### src/rtl/micro_ctrl_if.sv
// Keypad/button inputs and BCD display/status outputs of the microwave controller.
// The beep member exists only when DONE_BEEP_EN is defined.
interface micro_ctrl_if;
  logic [9:0] teclado;
  logic       comecan;
  logic       paren;
  logic       limpan;
  logic       portafechada;
  logic       m_on;
  logic [3:0] min_bcd;
  logic [3:0] sec_ten_bcd;
  logic [3:0] sec_one_bcd;
  logic       done;
`ifdef DONE_BEEP_EN
  logic       beep;

  modport master (
    output teclado, comecan, paren, limpan, portafechada,
    input  m_on, min_bcd, sec_ten_bcd, sec_one_bcd, done, beep
  );
  modport slave (
    input  teclado, comecan, paren, limpan, portafechada,
    output m_on, min_bcd, sec_ten_bcd, sec_one_bcd, done, beep
  );
`else
  modport master (
    output teclado, comecan, paren, limpan, portafechada,
    input  m_on, min_bcd, sec_ten_bcd, sec_one_bcd, done
  );
  modport slave (
    input  teclado, comecan, paren, limpan, portafechada,
    output m_on, min_bcd, sec_ten_bcd, sec_one_bcd, done
  );
`endif
endinterface

### src/rtl/micro_ctrl.sv
// Microwave control FSM: keypad BCD time entry, 1 s countdown, magnetron gating, door interlock.
// Optional DONE_BEEP_EN adds a registered beep output held for BEEP_TICKS ticks after completion.
module micro_ctrl #(
  parameter int TICK_DIV   = 100,
  parameter int BEEP_TICKS = 3
) (
  input logic         clk,
  input logic         resetn,
  micro_ctrl_if.slave io
);
  localparam int PW = $clog2(TICK_DIV);
  localparam logic [PW-1:0] PRE_MAX = PW'(TICK_DIV - 1);

  localparam logic [2:0] S_IDLE  = 3'd0;
  localparam logic [2:0] S_SET   = 3'd1;
  localparam logic [2:0] S_COOK  = 3'd2;
  localparam logic [2:0] S_PAUSE = 3'd3;
  localparam logic [2:0] S_DONE  = 3'd4;

  if (TICK_DIV < 2 || BEEP_TICKS < 1) begin : g_param_check
    $error("micro_ctrl: TICK_DIV must be >= 2 and BEEP_TICKS >= 1");
  end

  logic [2:0]    state_q, state_d;
  logic [3:0]    min_q, ten_q, one_q;
  logic [3:0]    min_d, ten_d, one_d;
  logic [PW-1:0] pre_q, pre_d;
  logic [9:0]    key_prev_q;
  logic          m_on_q, done_q;
  logic          key_acc;
  logic [3:0]    key_idx;
  logic          tick, time_nz, start_ok;
  logic [11:0]   dec_val;

  // Digit-wise borrow: the tens digit is not limited to 0..5, so 0:90 -> 0:89.
  function automatic logic [11:0] bcd_dec(input logic [3:0] m, input logic [3:0] t,
                                          input logic [3:0] o);
    if (o != 4'd0)      return {m, t, o - 4'd1};
    else if (t != 4'd0) return {m, t - 4'd1, 4'd9};
    else                return {m - 4'd1, 4'd5, 4'd9};
  endfunction

  always_comb begin
    key_idx = 4'd0;
    for (int i = 0; i < 10; i++)
      if (io.teclado[i]) key_idx = 4'(i);
  end

  assign key_acc  = $onehot(io.teclado) && (key_prev_q == 10'd0);
  assign tick     = (pre_q == PRE_MAX);
  assign time_nz  = ({min_q, ten_q, one_q} != 12'd0);
  assign start_ok = !io.comecan && io.paren && io.portafechada;
  assign dec_val  = bcd_dec(min_q, ten_q, one_q);

`ifdef DONE_BEEP_EN
  localparam int BW = $clog2(BEEP_TICKS + 1);
  logic          beep_q;
  logic [BW-1:0] beep_cnt_q;
`endif

  always_comb begin
    state_d = state_q;
    min_d   = min_q;
    ten_d   = ten_q;
    one_d   = one_q;
    pre_d   = pre_q;
    if (!io.limpan || state_q > S_DONE) begin
      state_d = S_IDLE;
      {min_d, ten_d, one_d} = 12'd0;
    end else begin
      case (state_q)
        S_IDLE, S_SET: begin
          if (key_acc) begin
            state_d = S_SET;
            {min_d, ten_d, one_d} = {ten_q, one_q, key_idx};
          end else if (state_q == S_SET && start_ok && time_nz) begin
            state_d = S_COOK;
            pre_d   = '0;
          end
        end
        S_COOK: begin
          // Every cycle spent cooking counts, including the one that triggers a pause.
          pre_d = tick ? '0 : pre_q + 1'b1;
          if (tick) {min_d, ten_d, one_d} = dec_val;
          if (tick && dec_val == 12'd0)             state_d = S_DONE;
          else if (!io.paren || !io.portafechada)   state_d = S_PAUSE;
        end
        S_PAUSE: begin
          if (start_ok) state_d = S_COOK;
        end
        default: begin
`ifdef DONE_BEEP_EN
          if (beep_q) pre_d = tick ? '0 : pre_q + 1'b1;
`endif
          if (!io.portafechada) begin
            state_d = S_IDLE;
          end else if (key_acc) begin
            state_d = S_SET;
            {min_d, ten_d, one_d} = {8'd0, key_idx};
          end
        end
      endcase
    end
  end

  always_ff @(posedge clk or negedge resetn) begin
    if (!resetn) begin
      state_q    <= S_IDLE;
      min_q      <= 4'd0;
      ten_q      <= 4'd0;
      one_q      <= 4'd0;
      pre_q      <= '0;
      key_prev_q <= 10'd0;
      m_on_q     <= 1'b0;
      done_q     <= 1'b0;
    end else begin
      state_q    <= state_d;
      min_q      <= min_d;
      ten_q      <= ten_d;
      one_q      <= one_d;
      pre_q      <= pre_d;
      key_prev_q <= io.teclado;
      m_on_q     <= (state_d == S_COOK);
      done_q     <= (state_d == S_DONE);
    end
  end

`ifdef DONE_BEEP_EN
  always_ff @(posedge clk or negedge resetn) begin
    if (!resetn) begin
      beep_q     <= 1'b0;
      beep_cnt_q <= '0;
    end else if (state_d == S_DONE && state_q != S_DONE) begin
      beep_q     <= 1'b1;
      beep_cnt_q <= '0;
    end else if (state_d != S_DONE) begin
      beep_q     <= 1'b0;
    end else if (beep_q && tick) begin
      if (beep_cnt_q == BW'(BEEP_TICKS - 1)) beep_q <= 1'b0;
      beep_cnt_q <= beep_cnt_q + 1'b1;
    end
  end

  assign io.beep = beep_q;
`endif

  assign io.m_on        = m_on_q;
  assign io.done        = done_q;
  assign io.min_bcd     = min_q;
  assign io.sec_ten_bcd = ten_q;
  assign io.sec_one_bcd = one_q;
endmodule

### src/flat_wrapper.sv
// flat-port wrapper written by rule: the top's interface ports become plain ports
module micro_ctrl_flat 
#(
  parameter int TICK_DIV   = 100,
  parameter int BEEP_TICKS = 3
)
  (clk, resetn, io_teclado, io_comecan, io_paren, io_limpan, io_portafechada, io_m_on, io_min_bcd, io_sec_ten_bcd, io_sec_one_bcd, io_done);
  micro_ctrl_if io_i ();
  input logic clk;
  input logic resetn;
  input wire logic [$bits(io_i.teclado)-1:0] io_teclado;
  input wire logic [$bits(io_i.comecan)-1:0] io_comecan;
  input wire logic [$bits(io_i.paren)-1:0] io_paren;
  input wire logic [$bits(io_i.limpan)-1:0] io_limpan;
  input wire logic [$bits(io_i.portafechada)-1:0] io_portafechada;
  output wire logic [$bits(io_i.m_on)-1:0] io_m_on;
  output wire logic [$bits(io_i.min_bcd)-1:0] io_min_bcd;
  output wire logic [$bits(io_i.sec_ten_bcd)-1:0] io_sec_ten_bcd;
  output wire logic [$bits(io_i.sec_one_bcd)-1:0] io_sec_one_bcd;
  output wire logic [$bits(io_i.done)-1:0] io_done;
  assign io_i.teclado = io_teclado;
  assign io_i.comecan = io_comecan;
  assign io_i.paren = io_paren;
  assign io_i.limpan = io_limpan;
  assign io_i.portafechada = io_portafechada;
  assign io_m_on = io_i.m_on;
  assign io_min_bcd = io_i.min_bcd;
  assign io_sec_ten_bcd = io_i.sec_ten_bcd;
  assign io_sec_one_bcd = io_i.sec_one_bcd;
  assign io_done = io_i.done;
  micro_ctrl #(.TICK_DIV(TICK_DIV), .BEEP_TICKS(BEEP_TICKS)) u_core (.clk(clk), .resetn(resetn), .io(io_i));
endmodule
### config.mk
export PLATFORM = sky130hd
export DESIGN_NAME = micro_ctrl_flat
export DESIGN_NICKNAME = d
export VERILOG_FILES = /design/src/rtl/micro_ctrl_if.sv /design/src/rtl/micro_ctrl.sv /design/src/flat_wrapper.sv
export SDC_FILE = /design/constraint.sdc
export NUM_CORES = 1
export LEC_CHECK = 0
export CORE_MARGIN = 2
export CORE_UTILIZATION = 47
export DETAILED_ROUTE_END_ITERATION = 16
export PLACE_DENSITY = 0.7
export SETUP_SLACK_MARGIN = 0.4
export SLEW_MARGIN = 20
export SYNTH_ARGS = -nofsm -noshare
export SYNTH_HDL_FRONTEND = slang
export SYNTH_SLANG_ARGS = --single-unit
### constraint.sdc
create_clock -name clk -period 6.7 [get_ports clk]
set_clock_uncertainty 0.1 [all_clocks]
set_input_delay 0.67 -clock clk [delete_from_list [all_inputs] [get_ports clk]]
set_output_delay 0.67 -clock clk [all_outputs]
set_load 0.02 [all_outputs]
## Yosys cells after proc, flatten, opt, wreduce, memory -nomap -nowiden

Index checks and enable logic that the tools add are counted.

| storage, ports and cells | value |
|---|---|
| register bits | 34 |
| word-level logic and storage cells | 99 |

| operators by class | value |
|---|---|
| bitwise gates (word level) | 1 |
| reductions and logical operators | 25 |
| muxes and demuxes | 39 |
| equality and inequality tests | 12 |
| magnitude comparators | 1 |
| $add $sub $neg | 13 |

Operators by type and width:

| operator | number |
|---|---|
| two-way mux 4 bit | 20 |
| one-hot mux 4 bit (3 select lines) | 3 |
| two-way mux 12 bit | 2 |
| two-way mux 3 bit | 8 |
| two-way mux 7 bit | 3 |
| adder 4 bit | 4 |
| one-hot mux 7 bit (2 select lines) | 1 |
| zero test 12 bit | 1 |
| nonzero test 12 bit | 1 |
| nonzero test 4 bit | 3 |
| subtractor 4 x 1 -> 4 bit, second input constant | 3 |
| adder 1 x 1 -> 2 bit | 5 |
| zero test 10 bit | 1 |
| == test 3 x 2 -> 1 bit, second input constant | 3 |
| one-hot mux 3 bit (3 select lines) | 1 |
| adder 7 x 1 -> 7 bit, second input constant | 1 |
| == test 7 bit, second input constant | 1 |
| logical AND 1 bit | 6 |
| inequality test 3 x 1 -> 1 bit, second input constant | 2 |
| AND reduction 5 bit | 1 |
| == test 4 x 1 -> 1 bit, second input constant | 1 |
| zero test 1 bit | 4 |
| inequality test 2 x 1 -> 1 bit, second input constant | 2 |
| AND reduction 4 bit | 1 |
| 12 further kinds | 13 |

## Logic depth before layout (Yosys ltp)

Gate-level depths: netlist (run 1).

| logic depth | value |
|---|---|
| depth in word-level cells | 13 |
| gate-level depth with buffers | 14 |
| mapped depth without buffers | 13 |

## Worst setup path before layout (run 1)

OpenSTA, ideal clock, no wires.

| timing path | value |
|---|---|
| kind | in2reg |
| start | in io_teclado[0] |
| end | reg u_core.pre_q[5] |
| path buffers | 0 |
| data required time | 6.504 ns |
| cell stages on the path | 11 |
| setup slack | 2.417 ns |
| data arrival time | 4.088 ns |
| library setup time | 0.096 ns |
| cells stage by stage | ha_1 > inv_1 > fa_1 > fa_1 > fa_1 > fa_1 > o31a_1 > or3_1 > a31oi_1 > o21ai_0 > o31ai_1 |

| between the ends | value |
|---|---|
| word-level cells in the longest chain between the ends | 8 |

Ends and longest elaborated chain:

| element | RTL line | RTL |
|---|---|---|
| start: declaration | flat_wrapper.sv:11 | `input wire logic [$bits(io_i.teclado)-1:0] io_teclado;` |
| adder 1 x 1 -> 2 bit (not written as such) | micro_ctrl.sv:49 | `assign key_acc = $onehot(io.teclado) && (key_prev_q == 10'd0);` |
| adder 4 bit (not written as such) (3 in a row) | micro_ctrl.sv:49 |  |
| == test 4 x 1 -> 1 bit | micro_ctrl.sv:49 |  |
| logical AND 1 bit | micro_ctrl.sv:49 |  |
| inequality test 2 bit (no source line) | -- |  |
| AND reduction 4 bit (no source line) | -- |  |
| end signal: assignment | micro_ctrl.sv:121 | `pre_q <= pre_d;` |
| end: declaration | micro_ctrl.sv:27 | `logic [PW-1:0] pre_q, pre_d;` |

No other way between the ends.
A chain may end at the register's enable or synchronous reset.

## Worst setup path in the final report (run 1)

| timing path | value |
|---|---|
| start | in io_teclado[2] |
| end | reg u_core.ten_q[2], in the netlist u_core.io.sec_ten_bcd[2] |

| between the ends | value |
|---|---|
| word-level cells in the longest chain between the ends | 8 |
| elaborated cells on any way between the ends | 9 |
| classes of those cells | add/sub (4); eq/ne (2); reduce/logical (3) |

Ends and longest elaborated chain:

| element | RTL line | RTL |
|---|---|---|
| adder 1 x 1 -> 2 bit (not written as such) * | micro_ctrl.sv:49 |  |
| adder 4 bit (not written as such) * (3 in a row) | micro_ctrl.sv:49 |  |
| == test 4 x 1 -> 1 bit * | micro_ctrl.sv:49 |  |
| logical AND 1 bit * | micro_ctrl.sv:49 |  |
| inequality test 3 x 1 -> 1 bit (no source line) or nonzero test 3 bit (tied branches) | -- |  |
| AND reduction 5 bit (no source line) * | -- |  |
| end signal: assignment | micro_ctrl.sv:119 | `ten_q <= ten_d;` |
| end: declaration | micro_ctrl.sv:25 | `logic [3:0] min_q, ten_q, one_q;` |

Every way passes the cells marked *; elsewhere a longest branch is shown, timed or not.

==> impl_metrics.py, run 1 <==
metrics = {
    "run_status": {
        "status": "finished clean",
    },
    "sta": {
        "period_share_pct": 72.7,
        "worst_hold_slack_ns": 0.419,
        "fin_setup_tns_ns": 0,
        "rsz0062_at_grt": "false",
        "hold_viol": 0,
        "max_freq_mhz": 205,
        "relSlewSlack_pct": 55.2,
        "slew_viol_final": 0,
        "tightest_slew_ns": 0.671,
        "fin_ws_ns": 1.83,
        "setup_viol": 0,
        "timing.final.crit_period_ns": 4.87,
    },
    "final_layout": {
        "insertedDiodeCount": 0,
        "area_growth_pct": 19.0,
        "nFillCells": 449,
        "nNetsFinal": 326,
        "final_util_pct": 58.1,
        "drive_gt1_share_pct": 7.53,
    },
    "clock_tree": {
        "h-tree-depth": 2,
        "numCtsBuffers": 5,
        "clk_latency_ns": 0.29,
        "clockBufferDepth": 2,
        "clk_pin_slew_worst_paths_ns": 0.07,
        "clockRootBuffer": "clkbuf_8",
        "post_cts_buffers": 0,
        "hold_buffers": 0,
        "cts_tree": "done",
        "cts-resized-gates": 0,
        "clkSinkCount": 34,
    },
    "placed_design": {
        "dp_hpwl_mm": 3.89,
        "portBuffers": 29,
        "dp_slack_ns": 1.42,
        "gp_congestion": 0.823,
    },
    "routing": {
        "first_pass_iters": 4,
        "drt_iter0_drc": 108,
        "antenna_left": 0,
        "dr_total_vias": 2057,
        "drc": 0,
        "vias_per_cell": 5.73,
        "drt_wl_total_mm": 5.23,
        "post_drt_wl_per_cell_um": 14.6,
    },
    "critical_path": {
        "r2r-end": "u_core.io.m_on",
        "start_kind": "input port",
        "startpoint": "io_teclado[2]",
        "cp-end-kind": "register",
        "cp-endpoint": "u_core.io.sec_ten_bcd[2]",
        "crit_fanout": 21,
        "reg2reg_depth": 7,
        "rr_startpoint": "u_core.io.min_bcd[1]",
        "r2r_slack_ns": 4.18,
        "crit_type": "input port to register",
        "critPathArrivalTime_ns": 4.97,
        "crit_required_ns": 6.80,
    },
    "floorplan": {
        "core_um2": 4720,
        "rows": 25,
        "die_y_um": 74.1,
        "design.portCount": 30,
        "initial_utilization_pct": 48.8,
        "dieArea_um2": 5490,
        "fp.dieW_um": 74.1,
    },
    "synthesis": {
        "synth_common_cells": "dfrtp_1, nor2_1, o21ai_0",
        "synth_area_um2": 2310,
        "syn_nets": 301,
        "ys_top_cells_by_area": "dfrtp_1, ha_1, o21ai_0",
        "ys_ff_latch": 34,
        "synthArstFlopShare_pct": 100,
        "synth_area_per_cell_um2": 8.67,
        "netlist_instances": 266,
        "yosysTopAreaCellShare_pct": 36.9,
        "synthFlopType": "dfrtp_1",
        "yosysMostFrequentCell": "dfrtp_1",
        "synth_seq_area_share_pct": 36.9,
        "yosysWarnings": 0,
        "synth_top_area_cell": "dfrtp_1",
        "synth_edf_count": 0,
        "yosys.cell_types.count": 49,
    },
    "pwr": {
        "p_comb_share_pct": 24.3,
        "power_density_nw_per_um2": 200,
        "internal_power_mw": 0.387,
        "switching_power_mw": 0.161,
        "pwr-share-clk_pct": 33.9,
        "ir_drop_mv": 0.107,
        "power_mw": 0.549,
        "leakagePower_nw": 1.12,
        "seqPwrFrac_pct": 41.8,
        "switching_share_pct": 29.4,
    },
    "global_route": {
        "grt_pass1_wl_mm": 8.69,
        "grt_max_degree": 35,
        "grt_pass1_vias": 1856,
        "overflow": 0,
        "grt_use_total_pct": 20.7,
        "antenna_found_initial": 0,
    },
    "job": {
        "maxCapViolCount": 0,
    },
    "hold_path": {
        "min_path_type": "register to register",
        "hold_depth": 1,
    },
}
metrics by stage:
| stage | std cells | area, um2 |
|---|---|---|
| floorplan | 266 | 2310 |
| global placement | 351 | 2640 |
| detailed placement | 351 | 2640 |
| CTS | 359 | 2740 |
| global route | 359 | 2750 |
| finish | 359 | 2750 |
kinds of logic after synthesis:
group	count (synthesis)	share of synthesized area [%]
AOI/OAI and AO/OA	70	18.8
xor gates and xnor gates	2	0.759
adders and majority gates	19	12.3
buffers and inverters	35	6.02
DFF	34	36.9
and+or+nand+nor	106	25.3
state kept, by name, indices dropped and copies added, names as in the netlist:
name and count:
u_core.io.done 1, u_core.io.m_on 1, u_core.io.min_bcd 4, u_core.io.sec_one_bcd 4, u_core.io.sec_ten_bcd 4, u_core.key_prev_q 10, u_core.pre_q 7, u_core.state_q 3
metal layers:
| metal | track usage, % | routed length (um) |
|---|---|---|
| met3 | 4.07 | 179 |
| met1 | 27.7 | 2430 |
| met4 | 5.45 | 34 |
| met2 | 34.5 | 2590 |
| met5 | 0 | 0 |
layout by cell type (no fill, tap or decap), types with 2 or more instances in the layout:
cell / count
clkdlybuf4s50_1: 29
nand3b_1: 2
inv_1: 23
a31oi_1: 5
o31ai_1: 4
o21ai_1: 2
fa_1: 6
nand2b_1: 2
clkbuf_8: 5
nor3_1: 11
dfrtp_1: 34
nand3_1: 7
nor4b_1: 2
a21oi_1: 14
nor4_1: 9
nor3b_1: 2
nand2_1: 20
or2_2: 3
xnor2_1: 2
nor2_1: 25
o22ai_1: 2
o211ai_1: 2
clkbuf_1: 2
a2111oi_0: 2
and3_1: 2
or4_4: 2
o21ai_0: 25
a32oi_1: 3
nor2b_1: 5
ha_1: 13
or3_1: 3
nand4_1: 2
a22o_1: 2
or4_1: 2
worst max-delay path, stage by stage:
cell             delay [ns]
clkdlybuf4s50_1        0.52
inv_1                  0.06
ha_1                   0.27
inv_1                  0.05
fa_1                   0.52
fa_1                   0.44
fa_1                   0.45
fa_1                   0.43
o31a_1                 0.34
nor4_1                 0.37
o21ai_2                0.27
or2_2                  0.38
o21ai_0                0.20
area by class of cell:
cell class / count / area [um2] / area share, %
Clock buffer: 7 / 76.3 / 2.78
Clock inverter: 1 / 30.0 / 1.09
Inverter: 23 / 86.3 / 3.14
Multi-Input combinational cell: 197 / 1320 / 48.1
Sequential cell: 34 / 851 / 31.0
Tap cell: 67 / 83.8 / 3.05
Timing Repair Buffer: 30 / 298 / 10.8
worst min path at each step:
stage | start | endpoint | slack, ns
finish | u_core.pre_q[5] | u_core.pre_q[5] | 0.42
global route | u_core.pre_q[5] | u_core.pre_q[5] | 0.44
CTS | u_core.pre_q[5] | u_core.pre_q[5] | 0.43
detailed placement | u_core.pre_q[5] | u_core.pre_q[5] | 0.41
global placement | u_core.pre_q[1] | u_core.pre_q[1] | 0.39
floorplan | resetn | u_core.io.done | 0.27
power by group through the flow:
stage / registers, mW / logic, mW / clock network, mW
floorplan: 0.232 / 0.0875 / 0
global placement: 0.233 / 0.132 / 0
detailed placement: 0.233 / 0.134 / 0
CTS: 0.229 / 0.134 / 0.188
global route: 0.231 / 0.152 / 0.198
finish: 0.229 / 0.133 / 0.186
Note: power is estimated with default switching activity, not from simulation.
==> run 2: changes to the inputs <==
Clock period 6.7 ns to 4.9 ns, I/O delays scaled along.
==> impl_metrics.py, run 2 (synthesized netlist as in run 1, its figures left out) <==
metrics = {
    "clock_tree": {
        "hold_buffers": 0,
        "post_cts_buffers": 0,
        "clk_pin_slew_worst_paths_ns": 0.07,
        "h-tree-depth": 2,
        "numCtsBuffers": 5,
        "clockBufferDepth": 2,
        "clockRootBuffer": "clkbuf_8",
        "clkSinkCount": 34,
        "clk_latency_ns": 0.29,
        "cts_tree": "done",
    },
    "sta": {
        "timing.final.crit_period_ns": 4.36,
        "setup_viol": 0,
        "tightest_slew_ns": 0.680,
        "slew_viol_final": 0,
        "hold_viol": 0,
        "worst_hold_slack_ns": 0.303,
        "period_share_pct": 89.0,
        "relSlewSlack_pct": 54.5,
        "max_freq_mhz": 229,
        "rsz0062_at_grt": "false",
        "fin_setup_tns_ns": 0,
        "fin_ws_ns": 0.539,
    },
    "global_route": {
        "grt_use_total_pct": 22.0,
        "grt_pass1_wl_mm": 9.27,
        "grt_pass1_vias": 1982,
        "grt_max_degree": 35,
        "overflow": 0,
        "antenna_found_initial": 0,
    },
    "floorplan": {
        "core_um2": 4720,
        "dieArea_um2": 5490,
        "die_y_um": 74.1,
        "rows": 25,
        "design.portCount": 30,
        "fp.dieW_um": 74.1,
        "initial_utilization_pct": 48.8,
    },
    "routing": {
        "first_pass_iters": 4,
        "drt_wl_total_mm": 5.35,
        "vias_per_cell": 5.80,
        "antenna_left": 0,
        "dr_total_vias": 2100,
        "drt_iter0_drc": 145,
        "drc": 0,
        "post_drt_wl_per_cell_um": 14.8,
    },
    "placed_design": {
        "dp_hpwl_mm": 3.99,
        "dpl.cell_count": 354,
        "portBuffers": 29,
        "place_area_um2": 2660,
        "gp_congestion": 0.881,
        "dp_slack_ns": 0.0731,
    },
    "final_layout": {
        "area_growth_pct": 20.7,
        "layout_commonest_cell": "dfrtp_1",
        "mostFrequentLayoutCells": "dfrtp_1, clkdlybuf4s50_1, nor2_1",
        "drive_gt1_share_pct": 10.5,
        "largest_reg_flops": 10,
        "top_regs": "u_core.key_prev_q: 10 flops, u_core.pre_q: 7 flops",
        "insertedDiodeCount": 0,
        "final_util_pct": 58.9,
        "design_area_um2": 2780,
        "fin_cells": 362,
        "largest_register": "u_core.key_prev_q",
        "nNetsFinal": 329,
    },
    "pwr": {
        "power_density_nw_per_um2": 259,
        "leakagePower_nw": 1.16,
        "power_mw": 0.721,
        "ir_drop_mv": 0.151,
    },
    "critical_path": {
        "critPathArrivalTime_ns": 4.43,
        "r2r-end": "u_core.state_q[1]",
        "r2r_slack_ns": 2.40,
        "start_kind": "input port",
        "rr_startpoint": "u_core.io.min_bcd[0]",
        "crit_required_ns": 4.97,
        "crit_type": "input port to register",
        "crit_fanout": 4,
        "cp-end-kind": "register",
        "reg2reg_depth": 7,
    },
    "run_status": {
        "status": "finished clean",
    },
    "hold_path": {
        "hp-start": "io_teclado[2]",
        "min_path_type": "input port to register",
        "hold_depth": 1,
        "holdPathEnd": "u_core.key_prev_q[2]",
    },
    "job": {
        "maxCapViolCount": 0,
    },
}
==> run 2: cell count changes in the layout (fill, tap and decap cells not counted), moves of 2 or more <==
cell,previous run,this run
clkdlybuf4s50_1,29,26
buf_4,1,4
dlymetal6s2s_1,0,3
fa_2,0,2
fa_1,6,4
==> run 2: worst max path at each step <==
stage          slack (ns)          start  cells after the start                       end
5_1_grt              0.40  io_teclado[3]                     14           u_core.pre_q[5]
6_report             0.54  io_teclado[3]                     14            u_core.io.m_on
3_5_place_dp         0.07  io_teclado[5]                     13  u_core.io.sec_ten_bcd[2]
2_1_floorplan        0.80  io_teclado[0]                     11           u_core.pre_q[5]
3_3_place_gp         0.17  io_teclado[4]                     13            u_core.io.m_on
4_1_cts              0.46  io_teclado[5]                     13            u_core.io.m_on
==> run 2: area by class of cell <==
cell class / instances / area (um2)
clock inverters: 1 / 5.00
fillers: 427 / 1940
multi-input cells: 197 / 1340
repair buffers: 33 / 328
well taps: 67 / 83.8
flip-flops and latches: 34 / 851
inverters: 23 / 86.3
clock buffers: 7 / 86.3
==> run 2: where the power goes <==
group          internal, mW  switching [mW]  total, mW
clock network         0.113           0.103      0.217
logic                0.0884           0.103      0.192
registers             0.293          0.0203      0.313
total                 0.495           0.227      0.721
==> run 2: what timing repair did <==
action	4_1_cts	5_1_grt
hold endpoints to repair	0	0
setup endpoints to repair	7	20
resized for setup	4	6
pin swaps	0	2
==> run 2: metal layers <==
layer | share of wire (%) | GRT usage, % | vias up | wire [um]
li1 | - | - | 1014 | -
met4 | 1.5 | 6.67 | 0 | 81
met1 | 43 | 29.5 | 1023 | 2280
met5 | 0 | 0 | - | 0
met2 | 51 | 36.6 | 56 | 2720
met3 | 5.0 | 3.66 | 7 | 265
==> run 2: critical path: stages <==
cell and delay [ns]:
clkdlybuf4s50_1 0.52, inv_1 0.06, ha_1 0.27, inv_1 0.06, fa_1 0.53, fa_1 0.46
fa_2 0.40, fa_2 0.54, nor3b_1 0.19, nand2_1 0.08, nor4b_1 0.41, o21ai_0 0.13
o22ai_1 0.21, nor4_1 0.08
